[src/rtl/key_matrix_scan_pkg.sv]
// rtl/key_matrix_scan_pkg.sv - shared constants, types and helpers for the key matrix scanner
// Purpose : matrix geometry, game key codes, the frame type and frame-decoding helpers.
// Ports   : none (package).
package key_matrix_scan_pkg;

  localparam int N_COLS  = 4;
  localparam int N_ROWS  = 4;
  localparam int COL_W   = $clog2(N_COLS);
  localparam int ROW_W   = $clog2(N_ROWS);
  localparam int FRAME_W = 16;
  localparam int CODE_W  = COL_W + ROW_W;

  localparam logic [CODE_W-1:0] KEY_LEFT  = 4'd0;
  localparam logic [CODE_W-1:0] KEY_RIGHT = 4'd1;
  localparam logic [CODE_W-1:0] KEY_PAUSE = 4'd2;
  localparam logic [CODE_W-1:0] KEY_START = 4'd3;

  // One bit per key, bit index = col*N_ROWS + row, 1 = key down.
  typedef logic [FRAME_W-1:0] frame_t;

  function automatic logic is_single_key(input frame_t f);
    int n;
    n = 0;
    for (int i = 0; i < FRAME_W; i++) begin
      n += int'(f[i]);
    end
    return (n == 1);
  endfunction

  // Only meaningful when exactly one bit is set.
  function automatic logic [CODE_W-1:0] key_index(input frame_t f);
    logic [CODE_W-1:0] idx;
    idx = '0;
    for (int i = 0; i < FRAME_W; i++) begin
      if (f[i]) idx = CODE_W'(i);
    end
    return idx;
  endfunction

endpackage

[src/rtl/key_matrix_scan_tick.sv]
// rtl/key_matrix_scan_tick.sv - column dwell divider and column index for the key matrix scanner
// Purpose : counts TICK_DIV cycles per column, flags the last dwell cycle and steps the column.
// Ports   : clk_i         system clock
//           rst_i         synchronous active-high reset
//           sample_tick_o high during the last cycle of each column dwell
//           col_idx_o     column currently driven (0..N_COLS-1)
module scan_tick_gen
  import key_matrix_scan_pkg::*;
#(
  parameter int TICK_DIV = 50000
) (
  input  logic             clk_i,
  input  logic             rst_i,
  output logic             sample_tick_o,
  output logic [COL_W-1:0] col_idx_o
);

  localparam int CNT_W = (TICK_DIV > 1) ? $clog2(TICK_DIV) : 1;
  localparam logic [CNT_W-1:0] LAST = CNT_W'(TICK_DIV - 1);

  logic [CNT_W-1:0] dwell_q, dwell_d;
  logic [COL_W-1:0] col_q, col_d;
  logic             wrap;

  always_comb begin
    wrap    = (dwell_q == LAST);
    dwell_d = wrap ? '0 : dwell_q + CNT_W'(1);
    // Column index wraps naturally since N_COLS is a power of two.
    col_d   = wrap ? col_q + COL_W'(1) : col_q;
  end

  always_ff @(posedge clk_i) begin
    if (rst_i) begin
      dwell_q <= '0;
      col_q   <= '0;
    end else begin
      dwell_q <= dwell_d;
      col_q   <= col_d;
    end
  end

  assign sample_tick_o = wrap;
  assign col_idx_o     = col_q;

endmodule

[src/rtl/key_matrix_scan.sv]
// rtl/key_matrix_scan.sv - 4x4 active-low key matrix scanner with frame debounce and press events
// Purpose : drives one column at a time, samples rows at dwell end, debounces whole 16-key frames
//           and emits a one-cycle event when the matrix goes from no key to exactly one key.
// Ports   : clk_50m   system clock
//           rst       synchronous active-high reset
//           row_in    matrix rows, active-low, asynchronous
//           col_out   column drive, active-low one-hot
//           key_code  code (col*4+row) of the last accepted single press
//           key_valid one-cycle pulse on an accepted single press
//           key_held  debounced state has at least one key down
module key_matrix_scan
  import key_matrix_scan_pkg::*;
#(
  parameter int CLK_HZ          = 50000000,
  parameter int SCAN_HZ         = 1000,
  parameter int DEBOUNCE_FRAMES = 4
) (
  input  logic              clk_50m,
  input  logic              rst,
  input  logic [N_ROWS-1:0] row_in,
  output logic [N_COLS-1:0] col_out,
  output logic [CODE_W-1:0] key_code,
  output logic              key_valid,
  output logic              key_held
);

  localparam int TICK_DIV = CLK_HZ / SCAN_HZ;
  localparam logic [3:0] STABLE_MAX = 4'(DEBOUNCE_FRAMES - 1);

  logic [N_ROWS-1:0] row_sync1_q, row_sync2_q;
  logic              sample_tick;
  logic [COL_W-1:0]  col_idx;
  logic              frame_done;

  frame_t            raw_q, raw_d;
  frame_t            prev_q;
  frame_t            deb_q, deb_d;
  logic [3:0]        stable_q, stable_d;
  logic              accept;
  logic              press_evt;

  logic [CODE_W-1:0] key_code_q;
  logic              key_valid_q;
  logic              key_held_q;

  scan_tick_gen #(
    .TICK_DIV (TICK_DIV)
  ) u_tick (
    .clk_i         (clk_50m),
    .rst_i         (rst),
    .sample_tick_o (sample_tick),
    .col_idx_o     (col_idx)
  );

  assign col_out    = ~(N_COLS'(1) << col_idx);
  assign frame_done = sample_tick && (col_idx == COL_W'(N_COLS - 1));

  always_comb begin
    raw_d = raw_q;
    if (sample_tick) begin
      for (int r = 0; r < N_ROWS; r++) begin
        raw_d[{col_idx, ROW_W'(r)}] = ~row_sync2_q[r];
      end
    end

    // raw_d already contains the last column's nibble on the frame-complete cycle.
    if (raw_d == prev_q) begin
      stable_d = (stable_q == STABLE_MAX) ? stable_q : stable_q + 4'd1;
    end else begin
      stable_d = 4'd0;
    end

    accept    = (stable_d == STABLE_MAX) && (raw_d != deb_q);
    deb_d     = accept ? raw_d : deb_q;
    // Only a press out of the idle state counts; roll-over and chords stay silent.
    press_evt = (deb_q == '0) && is_single_key(deb_d);
  end

  always_ff @(posedge clk_50m) begin
    if (rst) begin
      row_sync1_q <= '1;
      row_sync2_q <= '1;
      raw_q       <= '0;
      prev_q      <= '0;
      deb_q       <= '0;
      stable_q    <= '0;
      key_code_q  <= '0;
      key_valid_q <= 1'b0;
      key_held_q  <= 1'b0;
    end else begin
      row_sync1_q <= row_in;
      row_sync2_q <= row_sync1_q;
      raw_q       <= raw_d;
      key_valid_q <= 1'b0;
      if (frame_done) begin
        prev_q      <= raw_d;
        stable_q    <= stable_d;
        deb_q       <= deb_d;
        key_held_q  <= (deb_d != '0);
        key_valid_q <= press_evt;
        if (press_evt) key_code_q <= key_index(deb_d);
      end
    end
  end

  assign key_code  = key_code_q;
  assign key_valid = key_valid_q;
  assign key_held  = key_held_q;

endmodule

[config.mk]
export PLATFORM = sky130hd
export DESIGN_NAME = key_matrix_scan
export DESIGN_NICKNAME = d
export VERILOG_FILES = /design/src/rtl/key_matrix_scan_pkg.sv /design/src/rtl/key_matrix_scan_tick.sv /design/src/rtl/key_matrix_scan.sv
export SDC_FILE = /design/constraint.sdc
export NUM_CORES = 1
export LEC_CHECK = 0
export CORE_MARGIN = 3
export CORE_UTILIZATION = 55
export CTS_CLUSTER_DIAMETER = 100
export CTS_CLUSTER_SIZE = 16
export DETAILED_ROUTE_END_ITERATION = 12
export HOLD_SLACK_MARGIN = 0.03
export PLACE_DENSITY = 0.73
export SLEW_MARGIN = 20
export SYNTH_ARGS = -nofsm -noshare
export SYNTH_HDL_FRONTEND = slang
export SYNTH_SLANG_ARGS = --single-unit
[constraint.sdc]
create_clock -name clk_50m -period 9.2 [get_ports clk_50m]
set_input_delay 1.38 -clock clk_50m [delete_from_list [all_inputs] [get_ports clk_50m]]
set_output_delay 1.38 -clock clk_50m [all_outputs]
set_load 0.005 [all_outputs]
==> flow_metrics.env <==
export IMPL_startpoint="u_tick.col_idx_o[0]$_SDFFE_PP0N_"
export IMPL_io_pins=16
export IMPL_dp_hpwl_mm=13.0
export IMPL_cts_hold_buf=0
export IMPL_coreArea_mm2=0.00942
export IMPL_drtPass1Iterations=5
export IMPL_ctsLongestPathBuffers=2
export IMPL_vias=5165
export IMPL_worst_hold_slack_ns=0.416
export IMPL_grt_max_degree=49
export IMPL_setup_viol=0
export IMPL_postCtsSetupBuffers=0
export IMPL_r2r_start="u_tick.col_idx_o[0]$_SDFFE_PP0N_"
export IMPL_swShare=0.275
export IMPL_cap_viol_max_count=0
export IMPL_drt_total_wl_mm=17.0
export IMPL_place_congestion=1.09
export IMPL_p_per_area_mw_per_mm2=113
export IMPL_rows=35
export IMPL_multi_input_area_mm2=0.00348
export IMPL_die_x_um=105
export IMPL_htree_levels=3
export IMPL_grt_overflow=0
export IMPL_worstSetupEndpointType="flop"
export IMPL_drv_slew=0
export IMPL_clock_latency_ns=0.38
export IMPL_rsz0062_at_grt="no"
export IMPL_syn_area_per_cell_um2=7.77
export IMPL_clockPowerShare=0.417
export IMPL_peakVddDrop_uv=83.8
export IMPL_port_buffers=15
export IMPL_worstRegToRegCells=24
export IMPL_die_h_um=105
export IMPL_min_path_cells=1
export IMPL_drive_gt1_frac=0.0686
export IMPL_p_comb_frac=0.025
export IMPL_layout_nets=723
export IMPL_cts_root_buf="clkbuf_8"
export IMPL_min_path_type="reg -> reg"
export IMPL_syn_to_final_growth_pct=7.52
export IMPL_synth_seq_cells=84
export IMPL_p_int_uw=481
export IMPL_die_area_mm2=0.0111
export IMPL_grt_total_usage=0.313
export IMPL_cp_start_kind="flop"
export IMPL_synth_edf_count=0
export IMPL_cts_buffers=9
export IMPL_cts_resized=0
export IMPL_reg2reg_slack_ns=0.92
export IMPL_clkTransAtPathRegs_ns=0.12
export IMPL_yosys_warnings=0
export IMPL_register_area_mm2=0.00168
export IMPL_arrival_ns=8.56
export IMPL_required_ns=9.49
export IMPL_diodes=0
export IMPL_crit_path_max_fanout=13
export IMPL_p_sw_uw=182
export IMPL_post_synth_num_cell_types=67
export IMPL_via_per_inst=6.23
export IMPL_period_needed_ns=8.28
export IMPL_ys_flop_type="dfxtp_1"
export IMPL_route_detailed_drc=0
export IMPL_outcome="finished clean"
export IMPL_reg2reg_to="key_code[0]$_SDFFE_PP0P_"
export IMPL_antenna_found_initial=0
export IMPL_drtIter0Drc=470
export IMPL_avgRoutedWirePerCell_um=20.4
export IMPL_skew_ns=0.0186
export IMPL_critPathCapture="key_code[0]$_SDFFE_PP0P_"
export IMPL_tightest_slew_ns=0.873
export IMPL_grt_pass1_wl_mm=27.2
export IMPL_async_flop_share=0
export IMPL_tritoncts="built"
export IMPL_synth_area_mm2=0.00544
export IMPL_max_clock_freq_mhz=121
export IMPL_finalCritPeriodShare=0.900
export IMPL_power_uw=663
export IMPL_synth_seq_area_share=0.309
export IMPL_post_synth_inst_count=700
export IMPL_start_util=0.578
export IMPL_final_setup_tns_ns=0
export IMPL_grt_pass1_vias=4930
export IMPL_postRouteAntennaNets=0
export IMPL_power_leakage_uw=0.00215
export IMPL_syn_nets=728
export IMPL_slew_headroom=0.418
export IMPL_cts_sinks=84
export IMPL_criticalPathCategory="reg -> reg"
export IMPL_hold_viol=0
export IMPL_fill_cells=846
export IMPL_seqPwrFrac=0.558
==> worst min path at each step <==
| stage | to | start | slack [ns] |
|---|---|---|---|
| floorplan | row_sync2_q[0]$_SDFF_PP1_ | row_sync1_q[0]$_SDFF_PP1_ | 0.39 |
| global placement | row_sync2_q[0]$_SDFF_PP1_ | row_sync1_q[0]$_SDFF_PP1_ | 0.39 |
| detailed placement | row_sync2_q[3]$_SDFF_PP1_ | row_sync1_q[3]$_SDFF_PP1_ | 0.39 |
| CTS | row_sync2_q[1]$_SDFF_PP1_ | row_sync1_q[1]$_SDFF_PP1_ | 0.42 |
| global route | row_sync2_q[3]$_SDFF_PP1_ | row_sync1_q[3]$_SDFF_PP1_ | 0.44 |
| finish | row_sync2_q[3]$_SDFF_PP1_ | row_sync1_q[3]$_SDFF_PP1_ | 0.42 |
==> routing by layer <==
layer	wire (µm)	GRT usage	vias to the layer above	share of wire
li1	-	-	2434	-
met1	7340	0.431	2407	0.43
met2	7440	0.467	261	0.44
met3	1340	0.0563	63	0.079
met4	824	0.163	0	0.049
met5	0	0	-	0
==> area by class of cell <==
class,count,share of cell area
Clock buffer,9,0.0212
Clock inverter,7,0.0130
Inverter,35,0.0225
Multi-Input combinational cell,543,0.595
Sequential cell,84,0.287
Tap cell,129,0.0276
Timing Repair Buffer,22,0.0338
==> power by group through the flow <==
stage	combinational, µW	sequential (µW)	clock (µW)
6_report	16.5	370	276
5_1_grt	18.2	370	295
4_1_cts	16.5	370	277
3_5_place_dp	16.4	378	0
3_3_place_gp	16.2	378	0
2_1_floorplan	12.6	376	0
==> registers in the layout, indices dropped and copies added (netlist names) <==
signal and count:
row_sync2_q 4, row_sync1_q 4, u_tick.dwell_q 16, raw_q 16, key_valid 1, key_held 1, u_tick.col_idx_o 2, prev_q 16
stable_q 4, key_code 4, deb_q 16
==> worst max-delay path, cell delays in order (launching register included) <==
cell and delay, ns:
dfxtp_1 0.41, ha_1 0.47, nand4_1 0.37, or4_1 0.63, o22a_1 0.21, o32ai_1 0.23, o2111ai_1 0.23, a2111oi_4 0.73
or2_2 0.39, nor2_1 0.08, a21oi_1 0.24, fa_1 0.48, fa_1 0.49, fa_1 0.52, inv_1 0.06, fa_1 0.44
ha_1 0.23, fa_1 0.46, nor4_1 0.18, nand3_1 0.13, nor4_1 0.66, nand2b_1 0.15, inv_1 0.11, a31oi_1 0.10
a311oi_2 0.19
==> Yosys cell counts, types with 3 or more instances <==
master,instances,area share
or2_2,10,0.011
nor3_1,17,0.016
dfxtp_1,84,0.31
o211ai_1,3,0.0041
nor4b_1,5,0.0080
nand2b_1,25,0.029
nor2b_1,17,0.020
and2_1,10,0.011
o22ai_1,3,0.0034
fa_1,10,0.037
xor2_1,13,0.021
a21o_1,3,0.0041
nand2_1,70,0.048
nand4_1,11,0.013
o31ai_1,6,0.0083
a211oi_1,10,0.014
o21ai_1,7,0.0064
and4_1,3,0.0048
nand3_1,22,0.020
a31oi_1,4,0.0046
o21ai_0,30,0.028
or3_1,6,0.0069
or4_1,7,0.0097
and3_1,10,0.011
ha_1,12,0.028
a21oi_1,51,0.047
inv_1,35,0.024
o221ai_1,4,0.0064
mux2i_1,14,0.026
clkbuf_1,34,0.023
a221oi_1,3,0.0048
o21a_1,6,0.0083
nor4_1,9,0.010
nor2_1,79,0.054
xnor2_1,27,0.043
==> cells in the final DEF (no fill, tap or decap), types with 4 or more instances in the layout <==
master and n:
buf_4 7, or4_1 7, a31oi_1 4, nor2_1 79, nand2_1 70, inv_1 35
o21ai_1 7, nor2b_1 17, fa_1 10, nor3_1 17, and3_1 10, or2_2 10
o221ai_1 4, o21a_1 6, o21ai_0 30, clkbuf_8 9, and2_1 10, clkdlybuf4s50_1 14
mux2i_1 14, nand4_1 11, a211oi_1 10, ha_1 12, a21oi_1 51, o31ai_1 6
xnor2_1 27, nand3_1 22, dfxtp_1 84, nor4b_1 5, nor4_1 8, nand2b_1 25
xor2_1 13, or3_1 6
==> cells by family (layout without fill, tap and decap cells) <==
family,Yosys count,in the layout,synth area share
AND/OR/NAND/NOR,312,312,0.294
multiplexers,16,16,0.0299
adder cells (fa/ha/maj),22,22,0.0644
buffers and inverters,73,73,0.0529
XOR/XNOR,40,40,0.0644
AO/OA/AOI/OAI,153,153,0.186
flip-flops,84,84,0.309
==> metrics by stage <==
stage | instance area, µm² | cells | worst slack [ns] | utilization
final | 5850 | 829 | 0.924 | 0.621
after global routing | 5850 | 829 | 0.329 | 0.621
after CTS | 5850 | 829 | 1.01 | 0.621
after detailed placement | 5650 | 813 | 1.08 | 0.600
after global placement | 5650 | 813 | 1.19 | 0.600
after floorplan | 5440 | 700 | 2.07 | -
No activity file was read; power rests on OpenSTA's default activity.
